===== src/rtl/invaders_pkg.sv =====
// Shared constants and fire FSM encoding for the invaders input path.
package invaders_pkg;

   // Default timing at 100 MHz
   localparam int unsigned DEF_DB_CYCLES  = 1_000_000;   // 10 ms debounce
   localparam int unsigned DEF_RPT_DELAY  = 25_000_000;  // 250 ms before first repeat
   localparam int unsigned DEF_RPT_PERIOD = 5_000_000;   // 50 ms between repeats
   localparam int unsigned DEF_FIRE_CD    = 30_000_000;  // 300 ms fire cooldown

   typedef enum logic [1:0] {
      FIRE_IDLE     = 2'd0,
      FIRE_REQ      = 2'd1,
      FIRE_COOLDOWN = 2'd2
   } fire_state_t;

   // Width of a counter that must hold values up to n without wrapping
   function automatic int unsigned cnt_width(input int unsigned n);
      return $clog2(n) + 1;
   endfunction

endpackage


===== src/rtl/btn_sync_db.sv =====
// Two-flop synchronizer followed by a debounce counter for one push-button.
module btn_sync_db
   import invaders_pkg::*;
#(
   parameter int unsigned DB_CYCLES = DEF_DB_CYCLES
) (
   input  logic clk,
   input  logic rst_n,
   input  logic raw,
   output logic level
);

   localparam int unsigned   CW   = cnt_width(DB_CYCLES);
   localparam logic [CW-1:0] LAST = CW'(DB_CYCLES - 1);

   logic          sync1;
   logic          sync2;
   logic [CW-1:0] cnt;

   // Synchronize the raw level, then accept it after DB_CYCLES stable cycles
   always_ff @(posedge clk or negedge rst_n) begin
      if (!rst_n) begin
         sync1 <= 1'b0;
         sync2 <= 1'b0;
         cnt   <= '0;
         level <= 1'b0;
      end else begin
         sync1 <= raw;
         sync2 <= sync1;
         if (sync2 == level) begin
            cnt <= '0;
         end else if (cnt == LAST) begin
            level <= sync2;
            cnt   <= '0;
         end else begin
            cnt <= cnt + CW'(1);
         end
      end
   end

endmodule


===== src/rtl/input_ctrl.sv =====
// Player input controller: debounced buttons, move pulses with auto-repeat,
// and a fire request handshake with cooldown.
module input_ctrl
   import invaders_pkg::*;
#(
   parameter int unsigned DB_CYCLES  = DEF_DB_CYCLES,
   parameter int unsigned RPT_DELAY  = DEF_RPT_DELAY,
   parameter int unsigned RPT_PERIOD = DEF_RPT_PERIOD,
   parameter int unsigned FIRE_CD    = DEF_FIRE_CD
) (
   input  logic       clk,
   input  logic       rst_n,
   input  logic       btn_left,
   input  logic       btn_right,
   input  logic       btn_fire,
   input  logic       game_en,
   input  logic       shot_active,
   input  logic       fire_ack,
   output logic [2:0] btn_state,
   output logic       move_left,
   output logic       move_right,
   output logic       fire_req
);

   localparam int unsigned   RMAX        = (RPT_DELAY > RPT_PERIOD) ? RPT_DELAY : RPT_PERIOD;
   localparam int unsigned   RW          = cnt_width(RMAX);
   localparam logic [RW-1:0] DELAY_LAST  = RW'(RPT_DELAY - 1);
   localparam logic [RW-1:0] PERIOD_LAST = RW'(RPT_PERIOD - 1);
   localparam int unsigned   FW          = cnt_width(FIRE_CD);
   localparam logic [FW-1:0] FIRE_LAST   = FW'(FIRE_CD - 1);

   btn_sync_db #(.DB_CYCLES(DB_CYCLES)) u_db_left (
      .clk   (clk),
      .rst_n (rst_n),
      .raw   (btn_left),
      .level (btn_state[0])
   );

   btn_sync_db #(.DB_CYCLES(DB_CYCLES)) u_db_right (
      .clk   (clk),
      .rst_n (rst_n),
      .raw   (btn_right),
      .level (btn_state[1])
   );

   btn_sync_db #(.DB_CYCLES(DB_CYCLES)) u_db_fire (
      .clk   (clk),
      .rst_n (rst_n),
      .raw   (btn_fire),
      .level (btn_state[2])
   );

   // Index 0 = left, 1 = right. A direction only moves while held alone, so
   // the rise of "alone" covers both a fresh press and the survivor of a
   // left+right conflict.
   logic [1:0]         alone;
   logic [1:0]         alone_prev;
   logic [1:0]         move_q;
   logic [1:0]         rpt_phase;
   logic [1:0][RW-1:0] rpt_cnt;

   assign alone[0]   = btn_state[0] & ~btn_state[1];
   assign alone[1]   = btn_state[1] & ~btn_state[0];
   assign move_left  = move_q[0];
   assign move_right = move_q[1];

   // Initial pulse, then repeat after RPT_DELAY and every RPT_PERIOD
   always_ff @(posedge clk or negedge rst_n) begin
      if (!rst_n) begin
         alone_prev <= '0;
         move_q     <= '0;
         rpt_phase  <= '0;
         rpt_cnt    <= '0;
      end else begin
         alone_prev <= alone;
         for (int unsigned d = 0; d < 2; d++) begin
            move_q[d] <= 1'b0;
            if (!game_en || !alone[d]) begin
               rpt_cnt[d]   <= '0;
               rpt_phase[d] <= 1'b0;
            end else if (!alone_prev[d]) begin
               move_q[d]    <= 1'b1;
               rpt_cnt[d]   <= '0;
               rpt_phase[d] <= 1'b0;
            end else if (rpt_cnt[d] == (rpt_phase[d] ? PERIOD_LAST : DELAY_LAST)) begin
               move_q[d]    <= 1'b1;
               rpt_cnt[d]   <= '0;
               rpt_phase[d] <= 1'b1;
            end else begin
               rpt_cnt[d] <= rpt_cnt[d] + RW'(1);
            end
         end
      end
   end

   fire_state_t   fire_state;
   logic          fire_prev;
   logic          fire_rise;
   logic [FW-1:0] cd_cnt;

   assign fire_rise = btn_state[2] & ~fire_prev;

   // Fire FSM: edge-triggered request, held until acknowledged, then cooldown
   always_ff @(posedge clk or negedge rst_n) begin
      if (!rst_n) begin
         fire_state <= FIRE_IDLE;
         fire_req   <= 1'b0;
         fire_prev  <= 1'b0;
         cd_cnt     <= '0;
      end else begin
         fire_prev <= btn_state[2];
         case (fire_state)
            FIRE_IDLE: begin
               cd_cnt <= '0;
               if (fire_rise && game_en && !shot_active) begin
                  fire_state <= FIRE_REQ;
                  fire_req   <= 1'b1;
               end
            end
            FIRE_REQ: begin
               if (!game_en) begin
                  fire_state <= FIRE_IDLE;
                  fire_req   <= 1'b0;
               end else if (fire_ack) begin
                  fire_state <= FIRE_COOLDOWN;
                  fire_req   <= 1'b0;
                  cd_cnt     <= '0;
               end
            end
            FIRE_COOLDOWN: begin
               if (!game_en || cd_cnt == FIRE_LAST) begin
                  fire_state <= FIRE_IDLE;
                  cd_cnt     <= '0;
               end else begin
                  cd_cnt <= cd_cnt + FW'(1);
               end
            end
            default: begin
               fire_state <= FIRE_IDLE;
               fire_req   <= 1'b0;
               cd_cnt     <= '0;
            end
         endcase
      end
   end

endmodule


===== config.mk =====
export PLATFORM = sky130hd
export DESIGN_NAME = input_ctrl
export DESIGN_NICKNAME = d
export VERILOG_FILES = /design/src/rtl/invaders_pkg.sv /design/src/rtl/btn_sync_db.sv /design/src/rtl/input_ctrl.sv
export SDC_FILE = /design/constraint.sdc
export NUM_CORES = 1
export LEC_CHECK = 0
export BUFFER_PORTS_ARGS = -buffer_cell sky130_fd_sc_hd__buf_2
export CAP_MARGIN = 20
export CORE_UTILIZATION = 50
export DETAILED_ROUTE_END_ITERATION = 6
export GPL_TIMING_DRIVEN = 1
export PLACE_DENSITY = 0.66
export SETUP_SLACK_MARGIN = 0.02
export SLEW_MARGIN = 30
export SYNTH_ARGS = -nofsm -noshare
export SYNTH_HDL_FRONTEND = slang
export SYNTH_SLANG_ARGS = --single-unit

===== constraint.sdc =====
create_clock -name clk -period 4.05 [get_ports clk]
set_input_delay 0.2025 -clock clk [delete_from_list [all_inputs] [get_ports clk]]
set_output_delay 0.2025 -clock clk [all_outputs]
set_load 0.005 [all_outputs]

-- Yosys cells after proc, flatten, opt, wreduce, memory -nomap -nowiden
Cells that the tools add are included.
- memory bits (writable): 0
- output and inout port bits: 6
- bits in registers: 160
- bits in latches: 0
- input bits: 8
- memory bits (read-only): 0
- memories kept: 0
- add/subtract/negate cells: 6
- shift operators: 0
- bitwise logic cells: 10
- multipliers: 0
- equality and inequality tests: 18
- reduce and logical (&&, ||, !) cells: 16
- divide/modulo/power cells: 0
- order comparisons: 0
- mux-type cells: 39
- operator list (operator ; count):
    26-bit two-way mux ; 9
    21-bit two-way mux ; 6
    26-bit by 1-bit adder with 26-bit output (second input constant) ; 3
    21-bit by 1-bit adder with 21-bit output (second input constant) ; 3
    21-bit by 20-bit == test with 1-bit output (second input constant) ; 3
    26-bit by 25-bit == test with 1-bit output ; 2
    26-bit one-hot mux with 2 select lines ; 1
    25-bit two-way mux ; 2
    26-bit by 25-bit == test with 1-bit output (second input constant) ; 1
    1-bit two-way mux ; 15
    2-bit two-way mux ; 4
    2-bit inequality test (second input constant) ; 4
    2-bit AND reduction ; 4
    1-bit inverter ; 7
    3-bit by 1-bit inequality test with 1-bit output (second input constant) ; 2
    2-bit one-hot mux with 3 select lines ; 1
    3-bit AND reduction ; 2
    1-bit logical NOT ; 4
    1-bit AND ; 3
    1-bit == test ; 3
    1-bit logical OR ; 3
    3-bit inequality test (second input constant) ; 1
    1-bit one-hot mux with 3 select lines ; 1
    2-bit by 1-bit == test with 1-bit output (second input constant) ; 1
    3 further kinds ; 4

-- Longest topological paths before layout
- word-level depth: 6
- depth in mapped cells: 7

-- Hierarchy
A second synthesis with hierarchy kept.
- cell total of the unflattened synthesis: 824
- area total of the unflattened synthesis: 8132.8 um^2
- by module, submodules not included (module ; cells each ; area an instance (um^2) ; instances):
    input_ctrl ; 476 ; 4668.2 ; 1
    btn_sync_db ; 116 ; 1154.9 ; 3

-- Least setup slack after synthesis
No wires, ideal clock.
- path type: register to register
- start point: register rpt_cnt[0] (netlist bit)
- end point: register rpt_cnt[22] (netlist bit)
- cell stages (with the launch flop): 7
- library setup time: 0.087 ns
- slack: 1.932 ns
- arrival time: 2.031 ns
- cell sequence: dfrtp_1 > ha_1 > nand2_1 > or4_4 > buf_6 > or4_4 > a211oi_2
- cells in the longest elaborated chain, start to end: 4
- ends and longest elaborated chain (item ; RTL line ; source):
    start, declared ; input_ctrl.sv:60 ; logic [1:0][RW-1:0] rpt_cnt;
    start signal, assigned by index ; input_ctrl.sv:90 ; rpt_cnt[d] <= rpt_cnt[d] + RW'(1);
    26-bit by 1-bit adder with 26-bit output or 26-bit by 25-bit == test with 1-bit output (tied branches) ; input_ctrl.sv:90, input_ctrl.sv:85 ;
    26-bit two-way mux (*) ; input_ctrl.sv:85 ; end else if (rpt_cnt[d] == (rpt_phase[d] ? PERIOD_LAST : DELAY_LAST)) begin
    26-bit two-way mux (*) ; input_ctrl.sv:81 ; end else if (!alone_prev[d]) begin
    26-bit two-way mux (*) ; input_ctrl.sv:78 ; if (!game_en || !alone[d]) begin
Every way passes the cells marked *; elsewhere a longest branch is shown, timed or not.
A chain may end at the register's enable or synchronous reset.

-- Final worst setup path
- start point: register cd_cnt[0]
- end point: register cd_cnt[24]
- cells in the longest elaborated chain, start to end: 4
- ends and longest elaborated chain (item ; RTL line ; source):
    start, declared ; input_ctrl.sv:99 ; logic [FW-1:0] cd_cnt;
    start signal, assigned ; input_ctrl.sv:135 ; cd_cnt <= cd_cnt + FW'(1);
    parallel branches: the longest is 2 deep, another holds 26-bit by 1-bit adder with 26-bit output ; - ;
    26-bit two-way mux (*) ; input_ctrl.sv:131 ; if (!game_en || cd_cnt == FIRE_LAST) begin
    26-bit one-hot mux with 2 select lines (*) ; input_ctrl.sv:112 ; case (fire_state)
Mark *: on every way between the ends.

==> summary.txt <==
=====================================================================================================
Starting density of the core ...........................................................        51.8%
Simple-gate share of the synthesized area ..............................................        26.8%
Synthesized flop and latch total .......................................................          160
Compound-gate portion of the synthesized area ..........................................        13.1%
Share of the synthesized area in the top cell type .....................................        48.4%
Residual overflow from global routing ..................................................            0
Number of antenna violations at the first check in global routing ......................            0
Pre-CTS worst setup slack ..............................................................      1.69 ns
I/O pin total ..........................................................................           14
Setup slack, reg-to-reg ................................................................      1.68 ns
Pre-antenna DRT Iters ..................................................................            5
RSZ-0062 raised after global routing ...................................................        false
Final layout net count .................................................................          872
Post-route clock period utilization ....................................................        58.6%
Fraction of registers with async set or reset after synthesis ..........................         100%
Setup Total Neg Slack ..................................................................         0 ns
Overall fraction of global-route tracks in use .........................................        22.2%
Cell with the biggest individual delay on the critical path ............................       or4b_2
Rel. slew slack ........................................................................        40.6%
Primary FF master, synth ...............................................................      dfrtp_1
WS Path Type ........................................................................... register to register
Levels on crit path ....................................................................            5
Syn nets ...............................................................................          873
Clock-pin slew of the registers on the worst-case setup and hold paths .................      0.06 ns
Cell Area, Synth .......................................................................     8280 µm²
Vias in the first global route .........................................................        6,317
CTS sink count .........................................................................          160
Full die area ..........................................................................   17,100 µm²
Series of cell instances along the critical path ....................................... ha_1 > and4_1 > o2111ai_1 > or4b_2 > a22oi_1
H-Tree Depth ...........................................................................            4
Slew at the pin with the worst max-slew slack ..........................................     0.891 ns
Worst path top cell family by delay .................................................... simple AND/OR/NAND/NOR gates
Max Freq ...............................................................................    0.421 GHz
Worst reg2reg path startpoint .......................................................... cd_cnt[0]$_DFFE_PN0P_
Critical path fanouts, max .............................................................           14
Maximum root-to-sink buffer count ......................................................            2
IO Port Bufs ...........................................................................           13
Global-route wire length before repair .................................................    29,800 µm
Count of flip-flops with a built-in enable after synthesis .............................            0
Synth area leader ......................................................................      dfrtp_1
Instance count of the mapped netlist ...................................................          859
Final hold slack .......................................................................    0.0762 ns
CTS buffer count .......................................................................           17
Worst EP required ......................................................................      4.38 ns
PD cells ...............................................................................   353 nW/µm²
Number of remaining DRC errors .........................................................            0
Xor/xnor cell area share of the yosys netlist ..........................................        6.77%
Multiplexer share of the synthesized area ..............................................       0.408%
Synth unique cells .....................................................................           55
CTS tree ...............................................................................          yes
Setup-violating endpoint count in the final report .....................................            0
Hold worst-path end .................................................................... fire_state[1]$_DFFE_PN0P_
Growth of design area from synthesis to finish .........................................        10.4%
GP Congestion ..........................................................................        0.828
Instance count after placement with tap cells included .................................        1,050
Type of the tightest min-delay check ................................................... primary input to register
Post-CTS Setup Bufs ....................................................................            0
Result of the run ......................................................................    completed
Max-capacitance violation count ........................................................            0
Largest net degree at the start of global routing ......................................          109
Wire length per cell after detailed routing ............................................      16.0 µm
Mean number of vias per cell ...........................................................         6.14
Number of diodes .......................................................................            0
Total non-filler cell area in the finished layout ......................................     9140 µm²
Placement Cell Area ....................................................................     8490 µm²
Main combinational cell family by area after synthesis ................................. simple AND/OR/NAND/NOR gates
Synthesized area divided by synthesized cell count .....................................     9.64 µm²
Startpoint types .......................................................................     register
Vias post-DR ...........................................................................        6,671
Insertion delay of the later-clocked pin in the worst-skew pair ........................      0.43 ns
Worst hold start .......................................................................     fire_ack
Final Max Tran Viols ...................................................................            0
Detailed Route Iter0 Violations ........................................................          448
Vertical die dimension .................................................................       131 µm
Root Buffer ............................................................................    clkbuf_16
Reg-to-reg endpoint .................................................................... cd_cnt[24]$_DFFE_PN0P_
Number of gates given a new drive strength after cts ...................................            0
Arrival time reported for the critical path endpoint ...................................      2.71 ns
HPWL after detailed placement ..........................................................    11,400 µm
Buffers & Inverters on Critical Path ...................................................            0
Part of the Yosys area used for sequential elements ....................................        48.4%
Slack of the critical path .............................................................      1.68 ns
Area of the core .......................................................................   16,000 µm²
Yosys warnings .........................................................................            0
Fraction of final layout cells with drive strength greater than 1 ......................        8.38%
Overall routed net length ..............................................................    17,400 µm
Die extent in x ........................................................................       131 µm
Reg2reg path depth .....................................................................            5
Hold violation total from the final report .............................................            0
Antenna Violating Nets Remaining .......................................................            0
Row count ..............................................................................           46
Critical path launch point ............................................................. cd_cnt[0]$_DFFE_PN0P_
Worst setup skew after layout ..........................................................    0.0100 ns
Largest incremental delay on the critical path .........................................      0.76 ns
Quantity of hold-fixing buffers added after cts ........................................            4
Maximum vdd ir drop ....................................................................     0.322 mV
Minimum clock period after layout ......................................................      2.37 ns
Worst hold path depth ..................................................................            3
Static Leakage .........................................................................      3.40 nW
Worst Setup End Kind ...................................................................     register
Final std cells w/o fill ...............................................................        1,087
Top cells by area, synth ............................................................... dfrtp_1 (48%), xnor2_1 (3.8%), or4_1 (3.3%)
Post-synthesis share of cell area spent on full adders, half adders and majority gates .       0.907%
=====================================================================================================
-- placed cells by master, fill, tap and decap left out, drive strengths merged, types with 9 or more instances in the layout --
| cell type | instances |
|---|---|
| o31ai | 33 |
| or4 | 38 |
| clkbuf | 21 |
| nand2 | 53 |
| nor2 | 56 |
| nor4 | 15 |
| inv | 32 |
| and4 | 15 |
| a22oi | 15 |
| or3 | 30 |
| nor3 | 41 |
| dfrtp | 160 |
| nand3 | 53 |
| nand4 | 38 |
| xnor2 | 36 |
| o21ai | 35 |
| and2 | 9 |
| a21oi | 27 |
| and3 | 9 |
| a211oi | 25 |
| buf | 18 |
| xor2 | 28 |
-- cells in the mapped netlist, types with 2 or more instances --
master     number
buf_1           2
and4_1         15
inv_1          29
o311ai_0        2
or4b_2          2
or2_2           7
nor3_1         41
ha_1            6
or4_1          36
and2_1          8
buf_4           3
o21bai_1        3
o41ai_1         3
a31oi_1         2
nor2b_1         6
or4_4           2
o31ai_1        33
xnor2_1        36
or3_1          30
o21ai_0        35
xor2_1         28
a31o_2          2
nand4bb_1       2
nor4bb_1        2
nor3b_1         7
dfrtp_1       160
buf_6           2
nor4b_1         7
mux2_2          3
a22oi_1        15
o211ai_1        3
nor4_1         15
a211oi_1       24
nand2_1        53
a2111oi_0       2
a21oi_1        27
nand3_1        52
nor2_1         56
o211a_1         3
nand4_1        38
and3_1          9
buf_2           2
clkbuf_1       34
-- through the flow --
step	util (%)	power, mW
after floorplan	-	1.67
after global placement	53.0	1.72
after detailed placement	53.0	1.72
after CTS	56.8	3.27
after global routing	57.1	3.36
final	57.1	3.23
-- registers in the layout, indices dropped and copies added (netlist names), 21 cells and up --
name            cells
cd_cnt             26
rpt_cnt            52
u_db_fire.cnt      21
u_db_left.cnt      21
u_db_right.cnt     21
-- layout make-up --
type / instances / area [µm²]
fillers: 1402 / 6860
multi-input cells: 627 / 4010
flip-flops and latches: 160 / 4000
clock buffers: 20 / 457
well taps: 216 / 270
repair buffers: 23 / 179
inverters: 29 / 109
clock inverters: 12 / 108
-- logic make-up (layout without fill, tap and decap cells) --
logic type	count (synthesis)	after routing
compound gates	161	161
xor+xnor	64	64
fa+ha+maj	6	6
mux	3	3
buf+inv	72	84
flops	160	160
simple gates	393	393
-- worst max-delay path by stage --
stage                             end  slack, ns
5_1_grt        cd_cnt[24]$_DFFE_PN0P_       1.53
2_1_floorplan   rpt_cnt[22]$_DFF_PN0_       1.93
6_report       cd_cnt[24]$_DFFE_PN0P_       1.68
3_5_place_dp   cd_cnt[24]$_DFFE_PN0P_       1.69
3_3_place_gp   cd_cnt[24]$_DFFE_PN0P_       1.78
4_1_cts        cd_cnt[24]$_DFFE_PN0P_       1.68
-- power by group --
group	switching (mW)	total (mW)	internal (mW)
Clock	0.654	1.53	0.880
Combinational	0.0546	0.0761	0.0215
Sequential	0.0106	1.62	1.61
-- worst register-to-register path: stages, from the launching register on --
cell       delay (ns)
dfrtp_1          0.38
ha_1             0.26
and4_1           0.27
o2111ai_1        0.45
or4b_2           0.76
a22oi_1          0.17
-- routing by layer --
metal,global-route usage [%],vias up,part of all wire (%)
met5,0,-,0
met4,6.02,0,0.62
met1,29.9,3341,47
met3,5.74,11,3.5
li1,-,3220,-
met2,35.5,99,49
No activity file was read; power rests on OpenSTA's default activity.
